<file path="config.mk">
export PLATFORM = sky130hd
export DESIGN_NAME = dnn_wr_req_scheduler_flat
export DESIGN_NICKNAME = d
export VERILOG_FILES = /design/src/rtl/dnn_wr_req_scheduler_if.sv /design/src/rtl/dnn_wr_req_scheduler.sv /design/src/flat_wrapper.sv
export SDC_FILE = /design/constraint.sdc
export NUM_CORES = 1
export LEC_CHECK = 0
export ABC_AREA = 1
export CORE_MARGIN = 4
export CORE_UTILIZATION = 40
export DETAILED_ROUTE_END_ITERATION = 12
export HOLD_SLACK_MARGIN = 0.1
export PLACE_DENSITY = 0.74
export SYNTH_ARGS = -nofsm -noshare
export SYNTH_HDL_FRONTEND = slang
export SYNTH_SLANG_ARGS = --single-unit
</file>
<file path="constraint.sdc">
create_clock -name clk -period 2 [get_ports clk]
set_input_delay 0.4 -clock clk [delete_from_list [all_inputs] [get_ports clk]]
set_output_delay 0.4 -clock clk [all_outputs]
set_load 0.05 [all_outputs]
</file>
<file path="src/rtl/dnn_wr_req_scheduler_if.sv">
// Request bus between the PU write controllers, the write scheduler and the write path.
// The master modport is the scheduler side; slave is the PU/write-path side.
interface dnn_wr_req_scheduler_if #(
  parameter int unsigned NUM_PU         = 2,
  parameter int unsigned AXI_ADDR_WIDTH = 32,
  parameter int unsigned TX_SIZE_WIDTH  = 10,
  parameter int unsigned NUM_PU_W       = $clog2(NUM_PU) + 1
);
  logic [NUM_PU-1:0]                pu_wr_req;
  logic [NUM_PU*AXI_ADDR_WIDTH-1:0] pu_wr_addr;
  logic [NUM_PU*TX_SIZE_WIDTH-1:0]  pu_wr_size;
  logic [NUM_PU-1:0]                pu_wr_ack;
  logic [NUM_PU-1:0]                pu_wr_done;
  logic                             wr_req;
  logic [NUM_PU_W-1:0]              wr_pu_id;
  logic [AXI_ADDR_WIDTH-1:0]        wr_addr;
  logic [TX_SIZE_WIDTH-1:0]         wr_req_size;
  logic                             wr_ready;
  logic                             wr_done;

  modport master (
    input  pu_wr_req, pu_wr_addr, pu_wr_size, wr_ready, wr_done,
    output pu_wr_ack, pu_wr_done, wr_req, wr_pu_id, wr_addr, wr_req_size
  );

  modport slave (
    output pu_wr_req, pu_wr_addr, pu_wr_size, wr_ready, wr_done,
    input  pu_wr_ack, pu_wr_done, wr_req, wr_pu_id, wr_addr, wr_req_size
  );
endinterface

</file>
<file path="src/rtl/dnn_wr_req_scheduler.sv">
// Round-robin arbiter sharing the single DNN-to-AMI write path among NUM_PU units.
// One macro request is in flight at a time; completion is returned as a per-PU pulse.
module dnn_wr_req_scheduler #(
  parameter int unsigned NUM_PU         = 2,
  parameter int unsigned AXI_ADDR_WIDTH = 32,
  parameter int unsigned TX_SIZE_WIDTH  = 10,
  parameter int unsigned NUM_PU_W       = $clog2(NUM_PU) + 1,
  parameter int unsigned CNT_W          = 32
) (
  input  logic                        clk,
  input  logic                        rst_n,
  dnn_wr_req_scheduler_if.master      bus,
  output logic                        busy,
  output logic [CNT_W-1:0]            done_count,
  output logic                        protocol_err
);

  localparam logic [0:0] StIdle = 1'b0;
  localparam logic [0:0] StWait = 1'b1;

  logic [0:0]                state_q, state_d;
  logic [NUM_PU_W-1:0]       last_q, last_d;
  logic [NUM_PU-1:0]         owner_q, owner_d;
  logic [NUM_PU-1:0]         ack_q, ack_d;
  logic [NUM_PU-1:0]         pdone_q, pdone_d;
  logic                      wr_req_q, wr_req_d;
  logic [NUM_PU_W-1:0]       id_q, id_d;
  logic [AXI_ADDR_WIDTH-1:0] addr_q, addr_d;
  logic [TX_SIZE_WIDTH-1:0]  size_q, size_d;
  logic [CNT_W-1:0]          cnt_q, cnt_d;
  logic                      err_q, err_d;

  logic [NUM_PU-1:0]         eligible, upper, cand, grant_oh;
  logic                      grant_vld;
  logic [NUM_PU_W-1:0]       grant_idx;
  logic [AXI_ADDR_WIDTH-1:0] grant_addr;
  logic [TX_SIZE_WIDTH-1:0]  grant_size;

  // A PU whose ack is on the bus this cycle has not yet had a chance to drop its request.
  always_comb begin
    eligible = bus.pu_wr_req & ~ack_q;
    upper    = '0;
    for (int i = 0; i < int'(NUM_PU); i++) begin
      upper[i] = (NUM_PU_W'(i) > last_q);
    end
    // Requesters above the last grant win; otherwise wrap to the lowest requester.
    cand       = ((eligible & upper) != '0) ? (eligible & upper) : eligible;
    grant_vld  = |cand;
    grant_idx  = '0;
    grant_oh   = '0;
    grant_addr = '0;
    grant_size = '0;
    for (int i = int'(NUM_PU) - 1; i >= 0; i--) begin
      if (cand[i]) begin
        grant_idx   = NUM_PU_W'(i);
        grant_oh    = '0;
        grant_oh[i] = 1'b1;
        grant_addr  = bus.pu_wr_addr[i*AXI_ADDR_WIDTH +: AXI_ADDR_WIDTH];
        grant_size  = bus.pu_wr_size[i*TX_SIZE_WIDTH +: TX_SIZE_WIDTH];
      end
    end
  end

  always_comb begin
    state_d  = state_q;
    last_d   = last_q;
    owner_d  = owner_q;
    ack_d    = '0;
    pdone_d  = '0;
    wr_req_d = 1'b0;
    id_d     = id_q;
    addr_d   = addr_q;
    size_d   = size_q;
    cnt_d    = cnt_q;
    err_d    = err_q;
    case (state_q)
      StIdle: begin
        if (bus.wr_done) begin
          err_d = 1'b1;
        end
        if (bus.wr_ready && grant_vld) begin
          last_d  = grant_idx;
          owner_d = grant_oh;
          ack_d   = grant_oh;
          id_d    = grant_idx;
          addr_d  = grant_addr;
          size_d  = grant_size;
          // Zero-size requests complete immediately without touching the write path.
          if (grant_size != '0) begin
            wr_req_d = 1'b1;
            state_d  = StWait;
          end else begin
            pdone_d = grant_oh;
            cnt_d   = cnt_q + CNT_W'(1);
          end
        end
      end
      StWait: begin
        if (bus.wr_done) begin
          pdone_d = owner_q;
          cnt_d   = cnt_q + CNT_W'(1);
          state_d = StIdle;
        end
      end
      default: state_d = StIdle;
    endcase
  end

  always_ff @(posedge clk or negedge rst_n) begin
    if (!rst_n) begin
      state_q  <= StIdle;
      last_q   <= NUM_PU_W'(NUM_PU - 1);
      owner_q  <= '0;
      ack_q    <= '0;
      pdone_q  <= '0;
      wr_req_q <= 1'b0;
      id_q     <= '0;
      addr_q   <= '0;
      size_q   <= '0;
      cnt_q    <= '0;
      err_q    <= 1'b0;
    end else begin
      state_q  <= state_d;
      last_q   <= last_d;
      owner_q  <= owner_d;
      ack_q    <= ack_d;
      pdone_q  <= pdone_d;
      wr_req_q <= wr_req_d;
      id_q     <= id_d;
      addr_q   <= addr_d;
      size_q   <= size_d;
      cnt_q    <= cnt_d;
      err_q    <= err_d;
    end
  end

  assign bus.pu_wr_ack   = ack_q;
  assign bus.pu_wr_done  = pdone_q;
  assign bus.wr_req      = wr_req_q;
  assign bus.wr_pu_id    = id_q;
  assign bus.wr_addr     = addr_q;
  assign bus.wr_req_size = size_q;
  assign busy            = (state_q == StWait);
  assign done_count      = cnt_q;
  assign protocol_err    = err_q;

endmodule

</file>
<file path="src/flat_wrapper.sv">
// flat-port wrapper written by rule: the top's interface ports become plain ports
module dnn_wr_req_scheduler_flat 
#(
  parameter int unsigned NUM_PU         = 2,
  parameter int unsigned AXI_ADDR_WIDTH = 32,
  parameter int unsigned TX_SIZE_WIDTH  = 10,
  parameter int unsigned NUM_PU_W       = $clog2(NUM_PU) + 1,
  parameter int unsigned CNT_W          = 32
)
  (clk, rst_n, busy, done_count, protocol_err, bus_pu_wr_req, bus_pu_wr_addr, bus_pu_wr_size, bus_wr_ready, bus_wr_done, bus_pu_wr_ack, bus_pu_wr_done, bus_wr_req, bus_wr_pu_id, bus_wr_addr, bus_wr_req_size);
  dnn_wr_req_scheduler_if #(.NUM_PU(NUM_PU), .AXI_ADDR_WIDTH(AXI_ADDR_WIDTH), .TX_SIZE_WIDTH(TX_SIZE_WIDTH), .NUM_PU_W(NUM_PU_W)) bus_i ();
  input  logic clk;
  input  logic rst_n;
  output logic busy;
  output logic [CNT_W-1:0] done_count;
  output logic protocol_err;
  input wire logic [$bits(bus_i.pu_wr_req)-1:0] bus_pu_wr_req;
  input wire logic [$bits(bus_i.pu_wr_addr)-1:0] bus_pu_wr_addr;
  input wire logic [$bits(bus_i.pu_wr_size)-1:0] bus_pu_wr_size;
  input wire logic [$bits(bus_i.wr_ready)-1:0] bus_wr_ready;
  input wire logic [$bits(bus_i.wr_done)-1:0] bus_wr_done;
  output wire logic [$bits(bus_i.pu_wr_ack)-1:0] bus_pu_wr_ack;
  output wire logic [$bits(bus_i.pu_wr_done)-1:0] bus_pu_wr_done;
  output wire logic [$bits(bus_i.wr_req)-1:0] bus_wr_req;
  output wire logic [$bits(bus_i.wr_pu_id)-1:0] bus_wr_pu_id;
  output wire logic [$bits(bus_i.wr_addr)-1:0] bus_wr_addr;
  output wire logic [$bits(bus_i.wr_req_size)-1:0] bus_wr_req_size;
  assign bus_i.pu_wr_req = bus_pu_wr_req;
  assign bus_i.pu_wr_addr = bus_pu_wr_addr;
  assign bus_i.pu_wr_size = bus_pu_wr_size;
  assign bus_i.wr_ready = bus_wr_ready;
  assign bus_i.wr_done = bus_wr_done;
  assign bus_pu_wr_ack = bus_i.pu_wr_ack;
  assign bus_pu_wr_done = bus_i.pu_wr_done;
  assign bus_wr_req = bus_i.wr_req;
  assign bus_wr_pu_id = bus_i.wr_pu_id;
  assign bus_wr_addr = bus_i.wr_addr;
  assign bus_wr_req_size = bus_i.wr_req_size;
  dnn_wr_req_scheduler #(.NUM_PU(NUM_PU), .AXI_ADDR_WIDTH(AXI_ADDR_WIDTH), .TX_SIZE_WIDTH(TX_SIZE_WIDTH), .NUM_PU_W(NUM_PU_W), .CNT_W(CNT_W)) u_core (.clk(clk), .rst_n(rst_n), .bus(bus_i), .busy(busy), .done_count(done_count), .protocol_err(protocol_err));
endmodule
</file>
==> flow_metrics.env <==
export IMPL_run_status="finished, violations left"
export IMPL_failed_checks="setup timing"
export IMPL_drive_above_1_share_pct=23.1
export IMPL_fin_crit_ps=2070
export IMPL_cts_sinks=84
export IMPL_yosys_top_cells_area="dfrtp_1 (45%), nand2_1 (15%), nand3_1 (14%)"
export IMPL_grt_max_degree=53
export IMPL_n_antenna_cell=0
export IMPL_placedInstanceArea_mm2=0.00663
export IMPL_syn_avg_cell_area_um2=7.56
export IMPL_initial_core_util_pct=41.5
export IMPL_detailed_routing_iterations_pass_1=6
export IMPL_p_per_area_mw_per_mm2=1030
export IMPL_core_region_area_mm2=0.0110
export IMPL_pre_cts_ws_ps=-462
export IMPL_worst_ir_drop_vdd_uv=634
export IMPL_final_nets=918
export IMPL_p_sw_share_pct=43.0
export IMPL_timing_slew_headroom_pct=63.5
export IMPL_cts_tree="done"
export IMPL_worst_endpoint_arrival_ps=2300
export IMPL_worstHoldPathType="flip-flop to flip-flop"
export IMPL_post_syn_instances=606
export IMPL_ys_dominant_reg_cell="dfrtp_1"
export IMPL_worstMarginPinSlew_ps=545
export IMPL_synthMostInstantiatedCell="nand2_1"
export IMPL_synth_largest_area_cell="dfrtp_1"
export IMPL_synth_common_cells="nand2_1 (187), nand3_1 (124), dfrtp_1 (83), nor2_1 (57), inv_1 (42)"
export IMPL_grt_use_total_pct=24.4
export IMPL_antenna_violating_nets_post_route=0
export IMPL_min_period_over_period_pct=104
export IMPL_timing_final_setup_violations=32
export IMPL_grt_first_pass_wirelength_um=25700
export IMPL_synth_seq_cells=84
export IMPL_cts_root_buffer_cell="clkbuf_16"
export IMPL_start_kind="flip-flop"
export IMPL_worstSkewPairLatency_ps=330
export IMPL_yosysWarnings=0
export IMPL_share_seq_of_total_power_pct=31.0
export IMPL_cts_inserted_buffers=9
export IMPL_clock_skew_final_ps=9.14
export IMPL_static_leak_nw=3.47
export IMPL_antenna_found_initial=0
export IMPL_floorplan_io_pins=173
export IMPL_grt_overflow=0
export IMPL_postRouteWirelength_um=15900
export IMPL_critical_path_required_ps=2220
export IMPL_final_max_slew_viol_count=0
export IMPL_synth_enable_flop_cells=0
export IMPL_placement_rows=38
export IMPL_gpl_final_weighted_congestion=1.01
export IMPL_fin_ws_ps=-71.2
export IMPL_post_synth_top_area_fraction_pct=45.4
export IMPL_first_global_vias=5247
export IMPL_synth_area_mm2=0.00458
export IMPL_die_y_um=115
export IMPL_clk_transition_reported_paths_ps=60
export IMPL_cellInternalPower_mw=4.35
export IMPL_half_perimeter_wire_length_after_detailed_placement_um=11100
export IMPL_via_count=5226
export IMPL_share_comb_of_total_power_pct=47.7
export IMPL_worst_setup_path_end_kind="flip-flop"
export IMPL_fin_setup_tns_ps=-1470
export IMPL_async_flop_share_pct=100
export IMPL_sequential_to_total_area_share_from_yosys_stat_pct=45.9
export IMPL_initialDrtViolationCount=316
export IMPL_final_area_mm2=0.00740
export IMPL_syn2layout_area_growth_pct=61.7
export IMPL_rsz0062_at_grt="yes"
export IMPL_clock_tree_htree_level_count=3
export IMPL_relative_contribution_of_the_clock_network_to_total_power_pct=21.3
export IMPL_post_synth_num_cell_types=34
export IMPL_post_drt_via_cell_ratio=5.38
export IMPL_p_sw_mw=3.28
export IMPL_dieArea_mm2=0.0132
export IMPL_wl_per_cell_um=16.4
export IMPL_ws_path_type="flip-flop to flip-flop"
export IMPL_io_buffer_count=171
export IMPL_max_root_sink_buffers=2
export IMPL_fp_dieW_um=115
export IMPL_mappedNetlistNets=697
export IMPL_cap_violations=0
export IMPL_remaining_drc_errors=0
export IMPL_crit_fanout=8
export IMPL_timing_hold_ws_ps=478
export IMPL_fmax_mhz=483
export IMPL_finalHoldViolCount=0
[sequential cells by signal (all words and copies together) (netlist names)]
signal / flops
u_core.bus.wr_addr: 32
u_core.done_count: 32
u_core.bus.wr_req_size: 10
u_core.bus.pu_wr_ack: 2
u_core.bus.pu_wr_done: 2
u_core.owner_q: 2
u_core.bus.wr_req: 1
u_core.busy: 1
u_core.last_q: 1
u_core.protocol_err: 1
[logic make-up (layout without fill, tap and decap cells)]
family / after synthesis / count (layout) / share of synthesized area, %
buffers and inverters: 73 / 296 / 7.02
DFF: 84 / 84 / 45.9
other: 1 / 1 / 0.0819
and+or+nand+nor: 406 / 409 / 39.6
xor gates and xnor gates: 22 / 22 / 4.21
adders and majority gates: 1 / 1 / 0.273
AOI/OAI and AO/OA: 19 / 19 / 2.84
[layout by cell type, fill, tap and decap left out, types with 3 or more instances in the layout]
cell	instances
nand2_2	28
nand4_1	6
nand3_2	15
nor3_1	9
buf_4	85
nand2_1	162
xor2_1	12
nor2_2	3
clkdlybuf4s50_1	131
nor4_1	3
nor2_1	53
nand3_4	7
dfrtp_2	4
inv_2	6
xnor2_1	10
nor2_4	4
buf_6	5
clkbuf_16	9
nand2_4	6
a31oi_1	9
inv_1	39
o21ai_0	4
dfrtp_1	79
buf_12	7
nand3_1	109
[power groups by stage]
stage	Clock [mW]	Combinational, mW	Sequential (mW)
after floorplan	0	0.871	3.50
after CTS	1.66	3.60	2.35
final	1.63	3.64	2.37
after global routing	1.74	3.85	2.41
after global placement	0	3.25	2.36
after detailed placement	0	3.27	2.37
[stage by stage]
stage               instances  total power, mW  util, %
CTS                       972             7.61     66.3
global route              972             7.99     67.1
detailed placement        933             5.65     60.1
global placement          933             5.61     60.1
floorplan                 606             4.37        -
finish                    972             7.64     67.1
[worst max-delay path, cell delays in order (launching register included)]
cell and delay, ps:
dfstp_2 530, inv_2 50, nand3_4 100, nand2_8 80, buf_8 150, nand2_4 70, nand2_4 50, nor2_4 120
buf_6 110, nand3_4 80, o21bai_4 130, buf_12 150, nand3_4 160, nand2_2 120, nand2_1 60
[final timing paths]
path,startpoint,end,slack (ps),cells after the start
max reg2reg,u_core.last_q[0]$_DFFE_PN1P_,u_core.done_count[2]$_DFFE_PN0P_,-70,14
min,u_core.bus.wr_req_size[3]$_DFFE_PN0P_,u_core.bus.wr_req_size[3]$_DFFE_PN0P_,480,2
min reg2reg,u_core.bus.wr_req_size[3]$_DFFE_PN0P_,u_core.bus.wr_req_size[3]$_DFFE_PN0P_,480,2
max in group asynchronous,rst_n,u_core.done_count[1]$_DFFE_PN0P_,850,3
min in group asynchronous,rst_n,u_core.bus.pu_wr_done[0]$_DFF_PN0_,560,2
max,u_core.last_q[0]$_DFFE_PN1P_,u_core.done_count[2]$_DFFE_PN0P_,-70,14
[cell type report]
cell class,count,area (um^2)
fill,887,3630
multi-input combinational,452,2430
clock inverter,5,55.1
clock buffer,11,233
sequential,84,2110
inverter,46,175
tap,140,175
timing repair buffer,234,2230
[what timing repair did]
action                                  4_1_cts  5_1_grt
endpoints found under the setup margin       36       32
cloned                                        5        0
hold buffers                                  1        0
hold endpoints to repair                     29        0
pin swaps                                    24       11
gates resized for setup                      41       33
setup buffers                                17        1
[per-layer routing]
layer / part of all wire, % / up-vias / global-route usage [%]
li1: - / 2407 / -
met1: 38 / 2484 / 29.1
met2: 48 / 279 / 40.2
met3: 10 / 56 / 8.47
met4: 3.9 / 0 / 9.86
met5: 0 / - / 0
No activity file was read; power rests on OpenSTA's default activity.
